===== src/rtl/adsr_pkg.sv =====
// Shared envelope state encoding and default envelope constants for the
// ADSR pulse overlay.
package adsr_pkg;

    typedef enum logic [2:0] {
        ST_IDLE    = 3'd0,
        ST_ATTACK  = 3'd1,
        ST_DECAY   = 3'd2,
        ST_SUSTAIN = 3'd3,
        ST_RELEASE = 3'd4
    } adsr_state_t;

    localparam int unsigned DEF_TICK_DIV      = 200000;
    localparam int unsigned DEF_ATTACK_STEP   = 16;
    localparam int unsigned DEF_DECAY_STEP    = 4;
    localparam int unsigned DEF_SUSTAIN_LEVEL = 160;
    localparam int unsigned DEF_SUSTAIN_TICKS = 40;
    localparam int unsigned DEF_RELEASE_STEP  = 2;

    function automatic logic [7:0] sat_u8(input logic [31:0] v);
        return (v > 32'd255) ? 8'hFF : v[7:0];
    endfunction

endpackage


===== src/rtl/adsr_envelope.sv =====
// Free-running envelope tick divider plus the ADSR state machine that
// produces the 8-bit envelope gain; beat_pulse retriggers the attack.
module adsr_envelope
    import adsr_pkg::*;
#(
    parameter int unsigned TICK_DIV      = DEF_TICK_DIV,
    parameter int unsigned ATTACK_STEP   = DEF_ATTACK_STEP,
    parameter int unsigned DECAY_STEP    = DEF_DECAY_STEP,
    parameter int unsigned SUSTAIN_LEVEL = DEF_SUSTAIN_LEVEL,
    parameter int unsigned SUSTAIN_TICKS = DEF_SUSTAIN_TICKS,
    parameter int unsigned RELEASE_STEP  = DEF_RELEASE_STEP
) (
    input  logic        clk,
    input  logic        reset,
    input  logic        beat_pulse,
    output logic [7:0]  env_gain,
    output adsr_state_t state
);

    localparam int unsigned TW = (TICK_DIV > 1) ? $clog2(TICK_DIV) : 1;
    localparam logic [TW-1:0] TICK_LAST = TW'(TICK_DIV - 1);
    localparam logic [9:0]  A_STEP    = 10'(ATTACK_STEP);
    localparam logic [9:0]  D_STEP    = 10'(DECAY_STEP);
    localparam logic [9:0]  R_STEP    = 10'(RELEASE_STEP);
    localparam logic [9:0]  SUS_LVL   = 10'(SUSTAIN_LEVEL);
    localparam logic [15:0] SUS_TICKS = 16'(SUSTAIN_TICKS);

    logic [TW-1:0] tick_cnt_q, tick_cnt_d;
    logic          tick;
    adsr_state_t   state_q, state_d;
    logic [7:0]    env_q, env_d;
    logic [15:0]   sus_q, sus_d;
    logic [9:0]    env_ext;

    assign tick       = (tick_cnt_q == TICK_LAST);
    assign tick_cnt_d = tick ? '0 : tick_cnt_q + 1'b1;
    assign env_ext    = {2'b00, env_q};

    // Retrigger wins over a coincident tick and keeps the current level.
    always_comb begin
        state_d = state_q;
        env_d   = env_q;
        sus_d   = sus_q;
        if (beat_pulse) begin
            state_d = ST_ATTACK;
        end else if (tick) begin
            case (state_q)
                ST_IDLE: ;
                ST_ATTACK: begin
                    if (env_ext + A_STEP >= 10'd255) begin
                        env_d   = 8'hFF;
                        state_d = ST_DECAY;
                    end else begin
                        env_d = 8'(env_ext + A_STEP);
                    end
                end
                ST_DECAY: begin
                    if (env_ext <= SUS_LVL + D_STEP) begin
                        env_d   = 8'(SUS_LVL);
                        state_d = ST_SUSTAIN;
                        sus_d   = '0;
                    end else begin
                        env_d = 8'(env_ext - D_STEP);
                    end
                end
                ST_SUSTAIN: begin
                    sus_d = sus_q + 16'd1;
                    if (sus_q + 16'd1 >= SUS_TICKS) state_d = ST_RELEASE;
                end
                ST_RELEASE: begin
                    if (env_ext <= R_STEP) begin
                        env_d   = '0;
                        state_d = ST_IDLE;
                    end else begin
                        env_d = 8'(env_ext - R_STEP);
                    end
                end
                default: state_d = ST_IDLE;
            endcase
        end
    end

    always_ff @(posedge clk) begin
        if (reset) begin
            tick_cnt_q <= '0;
            state_q    <= ST_IDLE;
            env_q      <= '0;
            sus_q      <= '0;
        end else begin
            tick_cnt_q <= tick_cnt_d;
            state_q    <= state_d;
            env_q      <= env_d;
            sus_q      <= sus_d;
        end
    end

    assign env_gain = env_q;
    assign state    = state_q;

endmodule


===== src/rtl/adsr_pulse_overlay.sv =====
// Two-stage pixel pipeline that brightens a centred disc by an envelope-
// and BPM-scaled gain; the gain is latched per frame on start-of-packet.
module adsr_pulse_overlay
    import adsr_pkg::*;
#(
    parameter int unsigned CHANNELS      = 3,
    parameter int unsigned BITS          = 8,
    parameter int unsigned IMAGE_WIDTH   = 640,
    parameter int unsigned IMAGE_HEIGHT  = 480,
    parameter int unsigned TICK_DIV      = DEF_TICK_DIV,
    parameter int unsigned ATTACK_STEP   = DEF_ATTACK_STEP,
    parameter int unsigned DECAY_STEP    = DEF_DECAY_STEP,
    parameter int unsigned SUSTAIN_LEVEL = DEF_SUSTAIN_LEVEL,
    parameter int unsigned SUSTAIN_TICKS = DEF_SUSTAIN_TICKS,
    parameter int unsigned RELEASE_STEP  = DEF_RELEASE_STEP,
    parameter int unsigned MAX_BPM       = 200,
    parameter int unsigned STEP_SIZE     = (256 * 256) / MAX_BPM
) (
    input  logic                         clk,
    input  logic                         reset,
    input  logic [CHANNELS*BITS-1:0]     pix_in,
    input  logic                         in_valid,
    input  logic                         in_sop,
    output logic                         in_ready,
    output logic [CHANNELS*BITS-1:0]     pix_out,
    output logic                         out_valid,
    output logic                         out_sop,
    input  logic                         out_ready,
    input  logic                         filter_enable,
    input  logic                         beat_pulse,
    input  logic [$clog2(MAX_BPM+1)-1:0] BPM_estimate,
    input  logic [BITS-1:0]              pulse_amplitude,
    output logic [7:0]                   env_gain,
    output logic [7:0]                   frame_gain,
    output logic [2:0]                   adsr_state
);

    localparam int unsigned PW = CHANNELS * BITS;
    localparam int unsigned XW = (IMAGE_WIDTH > 1) ? $clog2(IMAGE_WIDTH) : 1;
    localparam int unsigned YW = (IMAGE_HEIGHT > 1) ? $clog2(IMAGE_HEIGHT) : 1;
    localparam int unsigned SW = ((BITS > 8) ? BITS : 8) + 1;

    adsr_state_t env_state;

    adsr_envelope #(
        .TICK_DIV      (TICK_DIV),
        .ATTACK_STEP   (ATTACK_STEP),
        .DECAY_STEP    (DECAY_STEP),
        .SUSTAIN_LEVEL (SUSTAIN_LEVEL),
        .SUSTAIN_TICKS (SUSTAIN_TICKS),
        .RELEASE_STEP  (RELEASE_STEP)
    ) u_env (
        .clk        (clk),
        .reset      (reset),
        .beat_pulse (beat_pulse),
        .env_gain   (env_gain),
        .state      (env_state)
    );

    logic          en, accept;
    logic [XW-1:0] x_q, x_d, px;
    logic [YW-1:0] y_q, y_d, py;
    logic          v1_q, v1_d, sop1_q, sop1_d, filt1_q, filt1_d;
    logic [PW-1:0] pix1_q, pix1_d;
    logic [31:0]   dist1_q, dist1_d, rsq1_q, rsq1_d;
    logic          v2_q, v2_d, sop2_q, sop2_d;
    logic [PW-1:0] pix2_q, pix2_d, sat_pix;
    logic [7:0]    frame_gain_q, frame_gain_d, bpm_gain, zone_gain;
    logic [15:0]   fg_prod;
    logic signed [31:0] dx, dy;
    logic [31:0]   dist_sq, r_sq, bpm_prod;
    logic [BITS-1:0] r;
    logic [SW-1:0] ch_sum;

    assign en       = out_ready | ~v2_q;
    assign accept   = in_valid & en;
    assign px       = in_sop ? '0 : x_q;
    assign py       = in_sop ? '0 : y_q;
    assign dx       = 32'(px) - 32'(IMAGE_WIDTH / 2);
    assign dy       = 32'(py) - 32'(IMAGE_HEIGHT / 2);
    assign dist_sq  = dx * dx + dy * dy;
    assign r        = pulse_amplitude >> 1;
    assign r_sq     = 32'(r) * 32'(r);
    assign bpm_prod = 32'(STEP_SIZE) * 32'(BPM_estimate);
    assign bpm_gain = sat_u8(bpm_prod >> 8);
    assign fg_prod  = {8'h00, env_gain} * {8'h00, bpm_gain};

    always_comb begin
        if (dist1_q < (rsq1_q >> 2))  zone_gain = frame_gain_q;
        else if (dist1_q < rsq1_q)    zone_gain = {1'b0, frame_gain_q[7:1]};
        else                          zone_gain = '0;
    end

    always_comb begin
        sat_pix = '0;
        ch_sum  = '0;
        for (int unsigned c = 0; c < CHANNELS; c++) begin
            ch_sum = SW'(pix1_q[c*BITS +: BITS]) + SW'(zone_gain);
            sat_pix[c*BITS +: BITS] = (|ch_sum[SW-1:BITS]) ? '1 : ch_sum[BITS-1:0];
        end
    end

    // Both stages move together on en so a stalled output holds every stage.
    always_comb begin
        v1_d = v1_q;  sop1_d = sop1_q;  filt1_d = filt1_q;  pix1_d = pix1_q;
        dist1_d = dist1_q;  rsq1_d = rsq1_q;
        v2_d = v2_q;  sop2_d = sop2_q;  pix2_d = pix2_q;
        x_d = x_q;  y_d = y_q;  frame_gain_d = frame_gain_q;
        if (en) begin
            v1_d    = accept;
            sop1_d  = accept & in_sop;
            filt1_d = filter_enable;
            pix1_d  = pix_in;
            dist1_d = dist_sq;
            rsq1_d  = r_sq;
            v2_d    = v1_q;
            sop2_d  = sop1_q;
            pix2_d  = filt1_q ? sat_pix : pix1_q;
        end
        if (accept) begin
            if (px == XW'(IMAGE_WIDTH - 1)) begin
                x_d = '0;
                y_d = (py == YW'(IMAGE_HEIGHT - 1)) ? '0 : py + 1'b1;
            end else begin
                x_d = px + 1'b1;
                y_d = py;
            end
            if (in_sop) frame_gain_d = fg_prod[15:8];
        end
    end

    always_ff @(posedge clk) begin
        if (reset) begin
            v1_q <= 1'b0;  sop1_q <= 1'b0;  filt1_q <= 1'b0;  pix1_q <= '0;
            dist1_q <= '0;  rsq1_q <= '0;
            v2_q <= 1'b0;  sop2_q <= 1'b0;  pix2_q <= '0;
            x_q <= '0;  y_q <= '0;  frame_gain_q <= '0;
        end else begin
            v1_q <= v1_d;  sop1_q <= sop1_d;  filt1_q <= filt1_d;  pix1_q <= pix1_d;
            dist1_q <= dist1_d;  rsq1_q <= rsq1_d;
            v2_q <= v2_d;  sop2_q <= sop2_d;  pix2_q <= pix2_d;
            x_q <= x_d;  y_q <= y_d;  frame_gain_q <= frame_gain_d;
        end
    end

    assign in_ready   = en;
    assign pix_out    = pix2_q;
    assign out_valid  = v2_q;
    assign out_sop    = sop2_q;
    assign frame_gain = frame_gain_q;
    assign adsr_state = env_state;

endmodule

===== config.mk =====
export PLATFORM = sky130hd
export DESIGN_NAME = adsr_pulse_overlay
export DESIGN_NICKNAME = d
export VERILOG_FILES = /design/src/rtl/adsr_pkg.sv /design/src/rtl/adsr_envelope.sv /design/src/rtl/adsr_pulse_overlay.sv
export SDC_FILE = /design/constraint.sdc
export NUM_CORES = 1
export LEC_CHECK = 0
export BUFFER_PORTS_ARGS = -buffer_cell sky130_fd_sc_hd__buf_2
export CAP_MARGIN = 40
export CORE_UTILIZATION = 65
export DETAILED_ROUTE_END_ITERATION = 10
export PLACE_DENSITY_LB_ADDON = 0.12
export SYNTH_ARGS = -nofsm -noshare
export SYNTH_HDL_FRONTEND = slang
export SYNTH_SLANG_ARGS = --single-unit
export TNS_END_PERCENT = 20

===== constraint.sdc =====
create_clock -name clk -period 14.9 [get_ports clk]
set_input_delay 4.47 -clock clk [delete_from_list [all_inputs] [get_ports clk]]
set_output_delay 4.47 -clock clk [all_outputs]
set_load 0.05 [all_outputs]

==> results.json <==
{
  "outcome": "finished, final reports clean",
  "tightest_slew_ps": 881,
  "setup-violations-final": 0,
  "reg2reg_depth": 24,
  "critPathLaunchType": "input pin",
  "netlist_area_mm2": 0.0208,
  "hold_buffers": 0,
  "cts_resized": 0,
  "die-area_mm2": 0.0327,
  "worstPathArrival_ps": 12930,
  "worst_slack_ps": 2310,
  "grt_overflow_total": 0,
  "drive_above_1_share_pct": 6.82,
  "hpwlAfterDp_mm": 37.1,
  "synth_cell_types": 77,
  "maxSlewViolCount": 0,
  "grt_pass1_vias": 16500,
  "clk_latency_ps": 440,
  "top_usage_layer": "met2",
  "coreArea_mm2": 0.0316,
  "grt_max_degree": 93,
  "grt_use_met2_pct": 51.4,
  "nNetsFinal": 3022,
  "yosysTopAreaCell": "fa_1",
  "async_reset_ff_share_pct": 0,
  "avgViaCountPerCell": 5.77,
  "relSlewSlack_pct": 41.3,
  "antenna_found_initial": 0,
  "syn_inst": 2392,
  "dp_slack_ps": 1930,
  "ir_worst_vdd_v": 0.0000710,
  "leakage_uw": 0.0111,
  "clkTransAtPathRegs_ps": 70,
  "reg2reg_from": "x_q[6]",
  "max_stage_delay_ps": 640,
  "wirelength_mm": 45.9,
  "wl_per_cell_um": 16.1,
  "yosys_warnings": 0,
  "path_common_cell": "fa_1",
  "clock_sink_count": 161,
  "placementRows": 65,
  "grt_pass1_wl_mm": 78.9,
  "htree_levels": 4,
  "hold_viol_final": 0,
  "gp_congestion": 0.893,
  "rrSetupSlack_ps": 6450,
  "synth_edf_count": 0,
  "ant_nets": 0,
  "hold_path_class": "flip-flop to flip-flop",
  "reg2reg_to": "dist1_q[30]",
  "synthToLayoutAreaGrowth_pct": 6.79,
  "max_freq_mhz": 79.4,
  "grt_usage_pct": 29.7,
  "hold_path_depth": 2,
  "synthTopCellsByArea": "fa_1, dfxtp_1, ha_1",
  "root_buffer": "clkbuf_16",
  "dpl_cell_area_mm2": 0.0216,
  "fillerInstances": 2511,
  "cts_buffers": 17,
  "power_density_mw_per_mm2": 67.9,
  "critPathKind": "input pin to flip-flop",
  "synth_seq_area_share_pct": 15.5,
  "worstHoldEndpoint": "pix_out[11]",
  "syn_nets": 2979,
  "cp_slowest_cell": "xnor2_1",
  "met1_usage_pct": 38.1,
  "cp_max_fo": 25,
  "drc": 0,
  "initial_core_util_pct": 65.9,
  "rsz0062_at_grt": "false",
  "ios": 93,
  "vias": 16500,
  "min_period_ps": 12590,
  "fin_hold_ws_ps": 448,
  "fin_tns_setup_ps": 0,
  "worstHoldStart": "pix_out[11]",
  "port_buffers": 91,
  "max_cap_viol_count": 0,
  "cts.path.max_buffers": 2,
  "synth_ff_type": "dfxtp_1",
  "design_area_mm2": 0.0222,
  "fin_crit_sh_pct": 84.5,
  "yosysTopAreaCellShare_pct": 27.7,
  "first_iter_violations": 1130,
  "syn_area_per_cell_um2": 8.69,
  "cp-end-kind": "flip-flop",
  "dr.pass1.iters": 7,
  "clock-skew-final_ps": 8.77,
  "cts_setup_buffers": 0,
  "n_antenna_cell": 0,
  "required_ps": 15240,
  "cts_tree": "yes",
  "die_x_um": 181,
  "fp.dieH_um": 181,
  "crit_path_start": "in_sop",
  "use_met3_pct": 4.27,
  "synth-seq-cells": 161
}
layout make-up:
| class | count | area (um^2) | share of cell area (%) |
|---|---|---|---|
| repair buffers | 107 | 609 | 2.74 |
| clock inverters | 11 | 129 | 0.580 |
| flip-flops and latches | 161 | 3220 | 14.5 |
| inverters | 367 | 1380 | 6.20 |
| clock buffers | 20 | 447 | 2.01 |
| well taps | 402 | 503 | 2.27 |
| multi-input cells | 1781 | 15900 | 71.7 |
report_power, final:
part | internal (uW) | total [uW] | leakage, uW | switching (uW)
Combinational | 229 | 577 | 0.00954 | 348
Sequential | 465 | 488 | 0.00132 | 22.9
Clock | 252 | 444 | 0.000278 | 192
flip-flops by register name, summed over array words and instances, names as in the netlist, 8 cells and up:
name and cells:
frame_gain 8, u_env.tick_cnt_q 18, u_env.env_gain 8, rsq1_q 13
u_env.sus_q 16, x_q 10, y_q 9, pix1_q 24
dist1_q 23, pix_out 24
cells in the final DEF, fill, tap and decap left out, drive strengths merged, types with 6 or more instances in the layout:
master,n
and2,39
buf,107
xor2,36
and4,7
o211ai,15
clkbuf,20
or3,10
o31ai,6
nor2b,26
nor3b,8
nor2,208
o21bai,12
a211oi,7
o21a,16
clkinv,7
o41ai,10
ha,252
nand3,46
a22oi,12
a21oi,167
mux2i,10
a21o,30
a31oi,11
nand4,10
fa,288
nor4,11
o221ai,29
inv,367
o21ai,55
nand2,261
and3,14
xnor2,60
nor3,37
or2,11
nand2b,8
nor4b,6
or4,6
dfxtp,161
worst max-delay path by stage:
| stage | endpoint | slack, ps | cells after the start |
|---|---|---|---|
| global route | dist1_q[21] | 1840 | 26 |
| detailed placement | dist1_q[30] | 1930 | 26 |
| global placement | dist1_q[30] | 1990 | 26 |
| CTS | dist1_q[30] | 2380 | 26 |
| floorplan | dist1_q[30] | 2970 | 28 |
| finish | dist1_q[30] | 2310 | 26 |
stage by stage:
stage               util, %  total power (uW)  instances
floorplan                 -               928       2392
global placement       68.3              1040       2812
detailed placement     68.5              1070       2818
CTS                    70.4              1510       2849
global route           70.4              1610       2849
finish                 70.4              1510       2849
synth_stat cells, types with 5 or more instances:
cell type / count
buf_1: 6
nor2b_1: 26
nand2_1: 261
nor3_1: 36
or2_2: 9
xnor2_1: 60
a21oi_1: 167
or4_1: 6
o21a_1: 16
or3_1: 10
fa_1: 288
inv_1: 359
ha_1: 252
a211oi_1: 7
a22oi_1: 12
o211ai_1: 15
a21boi_0: 5
and4_1: 7
o31ai_1: 6
a21o_1: 30
nand3b_1: 5
o21bai_1: 12
nand3_1: 46
nor4b_1: 5
xor2_1: 36
nor4_1: 9
mux2i_1: 10
o21ai_0: 47
nand2b_1: 8
o21ai_1: 8
nor2_1: 208
and3_1: 14
nand4_1: 10
clkbuf_1: 74
and2_1: 39
nor3b_1: 8
a31oi_1: 11
dfxtp_1: 161
a2bb2oi_1: 5
o221ai_1: 29
o41ai_1: 10
logic make-up (layout without fill, tap and decap cells):
group           Yosys count  count (layout)  share of synthesized area [%]
simple gates            720             720                           16.1
fa+ha+maj               540             540                           42.9
buf+inv                 450             505                           8.17
compound gates          413             413                           12.7
flops                   161             161                           15.5
xor+xnor                 96              96                           4.04
mux                      12              12                          0.590
per-layer routing:
layer / vias up / wire, um
li1: 7938 / -
met1: 8010 / 19500
met2: 423 / 22900
met3: 79 / 2160
met4: 0 / 1370
met5: - / 0
critical path: cells and delay by family:
family / cells / cell delay (ps)
AOI/OAI and AO/OA: 6 / 1490
xor gates and xnor gates: 1 / 640
adders and majority gates: 9 / 4200
buffers and inverters: 6 / 1200
and+or+nand+nor: 4 / 900
No activity file was read; power rests on OpenSTA's default activity.
